$ cat src/rtl/arm_pkg.sv
// Shared definitions for the ARM pipeline control blocks: register index width,
// EXE operand-forward mux encodings, memory-wait FSM states and a match helper.
package arm_pkg;

    localparam int REG_W = 4;

    localparam logic [1:0] FWD_REG = 2'b00;
    localparam logic [1:0] FWD_MEM = 2'b01;
    localparam logic [1:0] FWD_WB  = 2'b10;

    typedef enum logic {
        MS_IDLE = 1'b0,
        MS_WAIT = 1'b1
    } mem_state_e;

    // A source register depends on a stage when that stage writes it back.
    function automatic logic reg_match(
        input logic [REG_W-1:0] src,
        input logic [REG_W-1:0] dest,
        input logic             wb_en
    );
        return wb_en && (src == dest);
    endfunction

endpackage

$ cat src/rtl/mem_wait_fsm.sv
// Memory-port wait sequencer: freezes the whole pipe while the SRAM data port
// is busy, counts wait cycles and raises a sticky timeout flag.
module mem_wait_fsm
    import arm_pkg::*;
#(
    parameter int MEM_TIMEOUT = 64
) (
    input  logic clk,
    input  logic rst,
    input  logic mem_req,
    input  logic mem_ready,
    input  logic clr_stats,
    output logic freeze_pipe,
    output logic mem_error
);

    localparam int CW = $clog2(MEM_TIMEOUT + 1);
    localparam logic [CW-1:0] CNT_LAST = CW'(MEM_TIMEOUT - 1);
    localparam logic [CW-1:0] CNT_MAX  = CW'(MEM_TIMEOUT);

    mem_state_e    state_q, state_d;
    logic [CW-1:0] wait_cnt_q, wait_cnt_d;
    logic          mem_error_q, mem_error_d;
    logic          timeout;

    // The first busy cycle is frozen straight from the inputs, so a stall
    // costs no extra latency; a zero-wait access never freezes.
    always_comb begin
        freeze_pipe = (state_q == MS_IDLE) ? (mem_req & ~mem_ready) : ~mem_ready;
    end

    // Next state, wait counter and timeout flag; a timeout only flags, the
    // access keeps waiting. Clearing the stats wins over a coincident timeout.
    always_comb begin
        state_d     = state_q;
        wait_cnt_d  = wait_cnt_q;
        mem_error_d = mem_error_q;
        timeout     = (state_q == MS_WAIT) && (wait_cnt_q == CNT_LAST) && !mem_ready;
        case (state_q)
            MS_IDLE: begin
                if (mem_req && !mem_ready) begin
                    state_d    = MS_WAIT;
                    wait_cnt_d = CW'(1);
                end
            end
            MS_WAIT: begin
                if (mem_ready) begin
                    state_d    = MS_IDLE;
                    wait_cnt_d = '0;
                end else if (wait_cnt_q != CNT_MAX) begin
                    wait_cnt_d = wait_cnt_q + CW'(1);
                end
            end
            default: begin
                state_d    = MS_IDLE;
                wait_cnt_d = '0;
            end
        endcase
        if (clr_stats) begin
            mem_error_d = 1'b0;
        end else if (timeout) begin
            mem_error_d = 1'b1;
        end
    end

    // FSM state, counter and error flag registers.
    always_ff @(posedge clk or posedge rst) begin
        if (rst) begin
            state_q     <= MS_IDLE;
            wait_cnt_q  <= '0;
            mem_error_q <= 1'b0;
        end else begin
            state_q     <= state_d;
            wait_cnt_q  <= wait_cnt_d;
            mem_error_q <= mem_error_d;
        end
    end

    assign mem_error = mem_error_q;

endmodule

$ cat src/rtl/pipeline_hazard_ctrl.sv
// Stall / flush / forward controller for the 5-stage ARM pipeline. Produces
// the ID hazard bubble, IF freeze, branch flush, EXE forward selects and the
// whole-pipe freeze, and keeps a saturating stall-cycle statistic.
module pipeline_hazard_ctrl
    import arm_pkg::*;
#(
    parameter int MEM_TIMEOUT = 64,
    parameter int CNT_W       = 16
) (
    input  logic             clk,
    input  logic             rst,
    input  logic             fwd_en,
    input  logic [REG_W-1:0] id_src1,
    input  logic [REG_W-1:0] id_src2,
    input  logic             id_two_src,
    input  logic [REG_W-1:0] exe_src1,
    input  logic [REG_W-1:0] exe_src2,
    input  logic [REG_W-1:0] exe_dest,
    input  logic             exe_wb_en,
    input  logic             exe_mem_r_en,
    input  logic [REG_W-1:0] mem_dest,
    input  logic             mem_wb_en,
    input  logic [REG_W-1:0] wb_dest,
    input  logic             wb_wb_en,
    input  logic             branch_taken,
    input  logic             mem_req,
    input  logic             mem_ready,
    input  logic             clr_stats,
    output logic             hazard,
    output logic             freeze_if,
    output logic             flush,
    output logic             freeze_pipe,
    output logic [1:0]       sel_src1,
    output logic [1:0]       sel_src2,
    output logic             mem_error,
    output logic [CNT_W-1:0] stall_count
);

    localparam logic [CNT_W-1:0] STALL_MAX = {CNT_W{1'b1}};

    logic             exe_hit, mem_hit, raw_hazard;
    logic [CNT_W-1:0] stall_count_q, stall_count_d;

    mem_wait_fsm #(
        .MEM_TIMEOUT(MEM_TIMEOUT)
    ) u_mem_wait (
        .clk        (clk),
        .rst        (rst),
        .mem_req    (mem_req),
        .mem_ready  (mem_ready),
        .clr_stats  (clr_stats),
        .freeze_pipe(freeze_pipe),
        .mem_error  (mem_error)
    );

    // RAW detection: without forwarding any EXE/MEM producer stalls; with
    // forwarding only a load in EXE does, since its data is not ready yet.
    always_comb begin
        exe_hit = reg_match(id_src1, exe_dest, exe_wb_en) |
                  (id_two_src & reg_match(id_src2, exe_dest, exe_wb_en));
        mem_hit = reg_match(id_src1, mem_dest, mem_wb_en) |
                  (id_two_src & reg_match(id_src2, mem_dest, mem_wb_en));
        raw_hazard = fwd_en ? (exe_hit & exe_mem_r_en) : (exe_hit | mem_hit);
        // A frozen pipe holds branch_taken in EXE; masking flush then gives
        // exactly one flush, on the release cycle.
        hazard    = raw_hazard & ~branch_taken & ~freeze_pipe;
        freeze_if = hazard | freeze_pipe;
        flush     = branch_taken & ~freeze_pipe;
    end

    // Operand forwarding, youngest producer (MEM) first.
    always_comb begin
        sel_src1 = FWD_REG;
        sel_src2 = FWD_REG;
        if (fwd_en) begin
            if (reg_match(exe_src1, mem_dest, mem_wb_en))      sel_src1 = FWD_MEM;
            else if (reg_match(exe_src1, wb_dest, wb_wb_en))   sel_src1 = FWD_WB;
            if (reg_match(exe_src2, mem_dest, mem_wb_en))      sel_src2 = FWD_MEM;
            else if (reg_match(exe_src2, wb_dest, wb_wb_en))   sel_src2 = FWD_WB;
        end
    end

    // Saturating stall statistic; clear has priority over counting.
    always_comb begin
        stall_count_d = stall_count_q;
        if (clr_stats) begin
            stall_count_d = '0;
        end else if ((hazard | freeze_pipe) && (stall_count_q != STALL_MAX)) begin
            stall_count_d = stall_count_q + CNT_W'(1);
        end
    end

    // Stall counter register.
    always_ff @(posedge clk or posedge rst) begin
        if (rst) begin
            stall_count_q <= '0;
        end else begin
            stall_count_q <= stall_count_d;
        end
    end

    assign stall_count = stall_count_q;

endmodule

$ cat config.mk
export PLATFORM = sky130hd
export DESIGN_NAME = pipeline_hazard_ctrl
export DESIGN_NICKNAME = d
export VERILOG_FILES = /design/src/rtl/arm_pkg.sv /design/src/rtl/mem_wait_fsm.sv /design/src/rtl/pipeline_hazard_ctrl.sv
export SDC_FILE = /design/constraint.sdc
export NUM_CORES = 1
export LEC_CHECK = 0
export CORE_MARGIN = 4
export CORE_UTILIZATION = 46
export DETAILED_ROUTE_END_ITERATION = 10
export GPL_TIMING_DRIVEN = 0
export HOLD_SLACK_MARGIN = 0.12
export MAX_ROUTING_LAYER = met4
export PLACE_DENSITY = 0.9
export SYNTH_ARGS = -nofsm -noshare
export SYNTH_HDL_FRONTEND = slang
export SYNTH_HIERARCHICAL = 1
export SYNTH_SLANG_ARGS = --single-unit
$ cat constraint.sdc
create_clock -name clk -period 2.6 [get_ports clk]
set_input_delay 0.52 -clock clk [delete_from_list [all_inputs] [get_ports clk]]
set_output_delay 0.52 -clock clk [all_outputs]
set_load 0.05 [all_outputs]
==> results_dict.tcl, run 1 <==
set metrics [dict create \
    first_iter_violations 152 \
    crit_type "input port to output pin" \
    synth-async-reset-ratio_pct 100 \
    slew_headroom_pct 56.6 \
    syn_area_per_cell_um2 9.02 \
    dpl.hpwl_um 4020 \
    yosysMostFrequentCell "xnor2_1" \
    fp.dieW_um 72.2 \
    grt_pass1_wl_um 8920 \
    crit_slowest_cell "a222oi_1" \
    antenna_found_initial 0 \
    clockBufferDepth 2 \
    yosysUniqueCellTypes 55 \
    synth-main-ff-cell "dfrtp_1" \
    start_kind "input port" \
    synthToLayoutAreaGrowth_pct 41.9 \
    final_util_pct 67.2 \
    fmaxAchievable_ghz 0.387 \
    io_pins 65 \
    fin_skew_ns 0.00173 \
    tightest_slew_ns 0.651 \
    initial_core_util_pct 47.4 \
    gp_congestion 0.916 \
    synth_top_family_by_area "simple AND/OR/NAND/NOR gates" \
    rsz0062_at_grt "yes" \
    min_path_type "register to register" \
    rows 23 \
    worstSetupStartpoint "exe_src2[1]" \
    cts_buffers 3 \
    critPathMaxStageDelay_ns 0.49 \
    place_area_um2 2610 \
    path_max_fanout 2 \
    path_cells "dlygate4sd2_1 > inv_1 > a222oi_1 > nor4b_4 > buf_4 > nor4_2 > buf_4" \
    fin_crit_sh_pct 99.3 \
    synth_edf_count 0 \
    yosys.area.top_type_share_pct 33.0 \
    drv_cap 0 \
    holdPathStages 2 \
    r2r-start "stall_count[9]$_DFFE_PP0P_" \
    worstPathRequired_ns 2.08 \
    final-setup-viol-count 0 \
    drc 0 \
    routed_wl_um 5310 \
    design_area_um2 2690 \
    hold_viol 0 \
    synth_adder_area_share_pct 1.98 \
    wire_per_inst_um 16.1 \
    muxShareOfSynthArea_pct 3.10 \
    buffer_ports.inserted 64 \
    clkSlewWorstSetupHoldPaths_ns 0.09 \
    synth_compound_area_share_pct 13.1 \
    final.min_clock_period_ns 2.58 \
    num_antenna_cells 0 \
    grtUsageTotal_pct 22.1 \
    vias_per_cell 5.73 \
    hold_path_end "u_mem_wait/mem_error$_DFFE_PP0P_" \
    cts_hold_buf 0 \
    clkSinkCount 25 \
    synth_xor_area_share_pct 17.6 \
    nNetsFinal 323 \
    ys_ff_latch 25 \
    grt_max_degree 17 \
    grt_remaining_overflow 0 \
    ys_top_cells_by_count "32 x xnor2_1, 25 x dfrtp_1, 22 x nor2_1" \
    synth_area_leaders "dfrtp_1 33%, xnor2_1 15%, nor2_1 4.4%" \
    yosys_warnings 6 \
    ant_nets 0 \
    worst_r2r_path_depth 8 \
    p_leak_nw 1.08 \
    die_area_um2 5210 \
    arrival_ns 2.06 \
    vdd_ir_drop_max_uv 254 \
    die_y_um 72.2 \
    drive_above_1_share_pct 14.7 \
    ys_seq_area_share_pct 33.0 \
    hold_path.startpoint "u_mem_wait/mem_error$_DFFE_PP0P_" \
    cts_root_buffer "clkbuf_8" \
    synth_area_um2 1890 \
    fillCellCount 319 \
    syn_inst 210 \
    power_density_nw_per_um2 346 \
    netlist.top_cell.by_area "dfrtp_1" \
    crit_family "buffers and inverters" \
    coreArea_um2 4000 \
    rr_endpoint "stall_count[11]$_DFFE_PP0P_" \
    vias 1884 \
    synthSimpleGateAreaFrac_pct 27.4 \
    path_common_cell "buf_4" \
    status "finished clean" \
    cts_max_level 1 \
    insertion_delay_ns 0.27 \
    finalPower_mw 0.932 \
    cts_tree "done" \
    first_global_vias 1951 \
    firstDrtPassIters 4 \
    reg2reg_setup_slack_ns 0.31 \
    synthesis.nets 253 \
    cp-end-kind "output pin" \
    crit_buf_inv 4 \
    slew_viol_final 0 \
]
## final cells by class
class / instances / area, um2 / share of cell area [%]
tap: 50 / 62.6 / 2.33
inverter: 13 / 48.8 / 1.81
sequential: 25 / 626 / 23.3
buffer: 4 / 23.8 / 0.884
timing repair buffer: 65 / 627 / 23.3
multi-input combinational: 168 / 1250 / 46.6
clock inverter: 1 / 7.51 / 0.279
clock buffer: 3 / 41.3 / 1.54
## logic make-up (layout without fill, tap and decap cells)
family	count (synthesis)	after routing
AO/OA/AOI/OAI	33	33
XOR/XNOR	38	38
adder cells (fa/ha/maj)	3	3
buffers and inverters	17	86
flip-flops	25	25
multiplexers	5	5
AND/OR/NAND/NOR	89	89
## through the flow
| step | worst slack, ns | cells | setup TNS [ns] | hold slack (ns) |
|---|---|---|---|---|
| 2_1_floorplan | 0.158 | 210 | 0 | 0.348 |
| 3_3_place_gp | -0.866 | 324 | -4.51 | 0.499 |
| 3_5_place_dp | -0.954 | 324 | -5.40 | 0.516 |
| 4_1_cts | -0.0299 | 329 | -0.0299 | 0.529 |
| 5_1_grt | -0.0247 | 329 | -0.0749 | 0.556 |
| 6_report | 0.0171 | 329 | 0 | 0.525 |
## registers in the layout, indices dropped and copies added (netlist names)
signal,count
stall_count,16
u_mem_wait/wait_cnt_q,7
u_mem_wait/state_q,1
u_mem_wait/mem_error,1
## cells in the final DEF, fill, tap and decap left out, drive strengths merged, types with 3 or more instances in the layout
master	Yosys	layout
nand2	9	9
clkbuf	2	9
clkdlybuf4s50	0	49
nor3	4	4
and3	5	5
o21ai	6	6
nand4	5	5
xor2	6	6
nor4	6	6
ha	3	3
a22o	3	3
nor2	22	22
buf	2	7
mux2	4	4
dlygate4sd2	0	3
dlymetal6s2s	0	3
dfrtp	25	25
inv	13	13
a21oi	4	4
or3	3	3
nor2b	6	6
or2	3	3
o22ai	4	4
nand3	14	14
xnor2	32	32
## power breakdown
group | internal [mW] | switching, mW | leakage (nW)
Sequential | 0.398 | 0.0159 | 0.344
Clock | 0.109 | 0.133 | 0.0217
Combinational | 0.128 | 0.147 | 0.710
Total | 0.635 | 0.296 | 1.08
## worst max path at each step
stage                                              to  slack [ns]  cells after the start
after CTS                                 sel_src2[1]       -0.03                      6
after global routing      stall_count[11]$_DFFE_PP0P_       -0.02                      9
after global placement                    sel_src2[0]       -0.87                      6
after floorplan           stall_count[15]$_DFFE_PP0P_        0.16                      7
final                                     sel_src2[1]        0.02                      7
after detailed placement                  sel_src2[0]       -0.95                      6
## per-layer routing
layer  global-route usage, %  part of all wire (%)  wire [um]  vias to the layer above
met4                    9.19                   2.6        138                        0
met3                    2.77                   7.0        373                       14
li1                        -                     -          -                      887
met2                    37.8                    51       2720                       84
met5                       -                     0          0                        -
met1                    26.0                    39       2080                      899
## tightest hold or removal path: cells and delay by family, from the launching register on
family          cells  cell delay [ns]
compound gates      1             0.05
buf+inv             1             0.05
flops               1             0.39
## repair_timing
item / 4_1_cts / 5_1_grt
buffers inserted: 1 / 0
endpoints found under the setup margin: 8 / 10
pin swaps: 1 / 1
gates resized for setup: 43 / 15
Note: power is estimated with default switching activity, not from simulation.
==> run 2, diff against run 1 <==
--- a/config.mk
+++ b/config.mk
@@ -7,6 +7,7 @@
 export LEC_CHECK = 0
 export CORE_MARGIN = 4
 export CORE_UTILIZATION = 46
+export CTS_CLUSTER_DIAMETER = 60
 export DETAILED_ROUTE_END_ITERATION = 10
 export GPL_TIMING_DRIVEN = 0
 export HOLD_SLACK_MARGIN = 0.12
==> results of run 2 <==
Final layout, timing and power as in run 1 (identical DEF).
==> run 3, diff against run 2 <==
--- a/config.mk
+++ b/config.mk
@@ -10,10 +10,11 @@
 export CTS_CLUSTER_DIAMETER = 60
 export DETAILED_ROUTE_END_ITERATION = 10
 export GPL_TIMING_DRIVEN = 0
-export HOLD_SLACK_MARGIN = 0.12
+export HOLD_SLACK_MARGIN = 0.05
 export MAX_ROUTING_LAYER = met4
-export PLACE_DENSITY = 0.9
+export PLACE_DENSITY = 0.86
 export SYNTH_ARGS = -nofsm -noshare
 export SYNTH_HDL_FRONTEND = slang
 export SYNTH_HIERARCHICAL = 1
 export SYNTH_SLANG_ARGS = --single-unit
+export TNS_END_PERCENT = 100
==> run 3 against run 2 <==
Against the previous run:
- worst hold slack lost 0.010 ns
- clock skew increased by 0.0051 ns
- worst setup slack improved by 0.035 ns
- clock power shrank 2%
- cell count unchanged
- critical path depth down 2
- critical path type unchanged
- largest cell class unchanged
==> results_dict.tcl, run 3 (synthesized netlist as in run 1, its figures left out) <==
set metrics [dict create \
    status "finished clean" \
    rows 23 \
    nNetsFinal 323 \
    cts_buffers 3 \
    fp.dieW_um 72.2 \
    cp-end-kind "output pin" \
    vias_per_cell 5.60 \
    vias 1844 \
    io_pins 65 \
    crit_type "input port to output pin" \
    crit_buf_inv 2 \
    start_kind "input port" \
    grt_remaining_overflow 0 \
    whs_ns 0.515 \
    min_path_type "register to register" \
    die_area_um2 5210 \
    grt_max_degree 17 \
    antenna_found_initial 0 \
    dpl.hpwl_um 3890 \
    drv_cap 0 \
    final-setup-viol-count 0 \
    cp.depth 5 \
    mostFrequentLayoutCells "51 x clkdlybuf4s50_1, 32 x xnor2_1, 25 x dfrtp_1" \
    final.min_clock_period_ns 2.55 \
    rsz0062_at_grt "yes" \
    ant_nets 0 \
    buffer_ports.inserted 64 \
    crit_slowest_cell "clkdlybuf4s50_1" \
    slew_viol_final 0 \
    power_density_nw_per_um2 344 \
    first_iter_violations 85 \
    slew_headroom_pct 57.7 \
    wire_per_inst_um 15.6 \
    worstPathRequired_ns 2.08 \
    synthToLayoutAreaGrowth_pct 41.9 \
    arrival_ns 2.03 \
    tightest_slew_ns 0.633 \
    cts_max_level 1 \
    die_y_um 72.2 \
    routed_wl_um 5120 \
    clockBufferDepth 2 \
    final_common_cell "clkdlybuf4s50_1" \
    pre_cts_slack_ns -0.858 \
    largest_reg_flops 16 \
    grtUsageTotal_pct 20.7 \
    place_area_um2 2610 \
    p_leak_nw 1.05 \
    cts_root_buffer "clkbuf_8" \
    holdPathStages 2 \
    grt_pass1_wl_um 8410 \
    hold_viol 0 \
    critPathMaxStageDelay_ns 0.47 \
    fin_crit_sh_pct 98.0 \
    initial_core_util_pct 47.4 \
    design_area_um2 2690 \
    layout_setup_ws_ns 0.0521 \
    drc 0 \
    clkSinkCount 25 \
    num_antenna_cells 0 \
    insertion_delay_ns 0.28 \
    path_max_fanout 3 \
    fin_skew_ns 0.00687 \
    clkSlewWorstSetupHoldPaths_ns 0.08 \
    coreArea_um2 4000 \
    fmaxAchievable_ghz 0.392 \
    setup-tns-final_ns 0 \
    cts_hold_buf 0 \
    drive_above_1_share_pct 13.6 \
    path_cells "clkdlybuf4s50_1 > a222oi_1 > nor4b_4 > and2_1 > clkbuf_4" \
    crit_family "buffers and inverters" \
    gp_congestion 0.846 \
    worst_r2r_path_depth 8 \
    first_global_vias 1914 \
    firstDrtPassIters 6 \
    cts_tree "done" \
    vdd_ir_drop_max_uv 177 \
]
## run 3: cell count changes in the layout (fill, tap and decap cells not counted), sizes merged
cell,delta
buf,-1
clkinvlp,-1
clkbuf,-1
clkdlybuf4s18,+1
dlymetal6s2s,-3
clkdlybuf4s15,-1
dlygate4sd2,+4
clkdlybuf4s50,+2
## run 3: per-stage QoR
stage / power [mW] / cells / util (%)
final: 0.926 / 329 / 67.2
after global routing: 0.970 / 329 / 67.2
after CTS: 0.919 / 329 / 66.7
after detailed placement: 0.689 / 324 / 65.3
after global placement: 0.682 / 324 / 65.3
after floorplan: 0.567 / 210 / -
## run 3: worst paths after layout
path	slack, ns	from	endpoint
min reg2reg	0.52	u_mem_wait/mem_error$_DFFE_PP0P_	u_mem_wait/mem_error$_DFFE_PP0P_
max in group asynchronous	1.55	rst	stall_count[12]$_DFFE_PP0P_
min	0.52	u_mem_wait/mem_error$_DFFE_PP0P_	u_mem_wait/mem_error$_DFFE_PP0P_
max reg2reg	0.30	stall_count[9]$_DFFE_PP0P_	stall_count[11]$_DFFE_PP0P_
min in group asynchronous	0.54	rst	u_mem_wait/wait_cnt_q[6]$_DFFE_PP0P_
max	0.05	exe_src2[3]	sel_src2[0]
## run 3: layout make-up
cell class	instances	area, um2
fill	307	1310
multi-input combinational	168	1260
sequential	25	626
timing repair buffer	65	622
tap	50	62.6
inverter	13	48.8
clock buffer	4	45.0
buffer	4	23.8
## run 3: power by group
group	internal (mW)	total (mW)	switching (mW)
sequential	0.398	0.414	0.0158
clock	0.110	0.238	0.128
combinational	0.129	0.273	0.145
## run 3: routing by layer
metal / up-vias / wire length [um] / track usage, %
li1: 893 / - / -
met1: 866 / 2070 / 24.1
met2: 76 / 2600 / 35.7
met3: 9 / 360 / 3.88
met4: 0 / 90 / 6.68
met5: - / 0 / -
## run 3: worst register-to-register path, stage by stage (launching register included)
cell and delay (ns):
dfrtp_1 0.41, and3_1 0.22, and3_4 0.21, nand2_2 0.07, o32ai_2 0.58, or2_1 0.20
buf_6 0.14, nor4_2 0.06, mux2_1 0.31
## run 3: what timing repair did
action,4_1_cts,5_1_grt
resized for setup,42,10
setup buffers,1,0
endpoints found under the hold margin,0,0
pin swaps,2,2
setup endpoints to repair,8,7
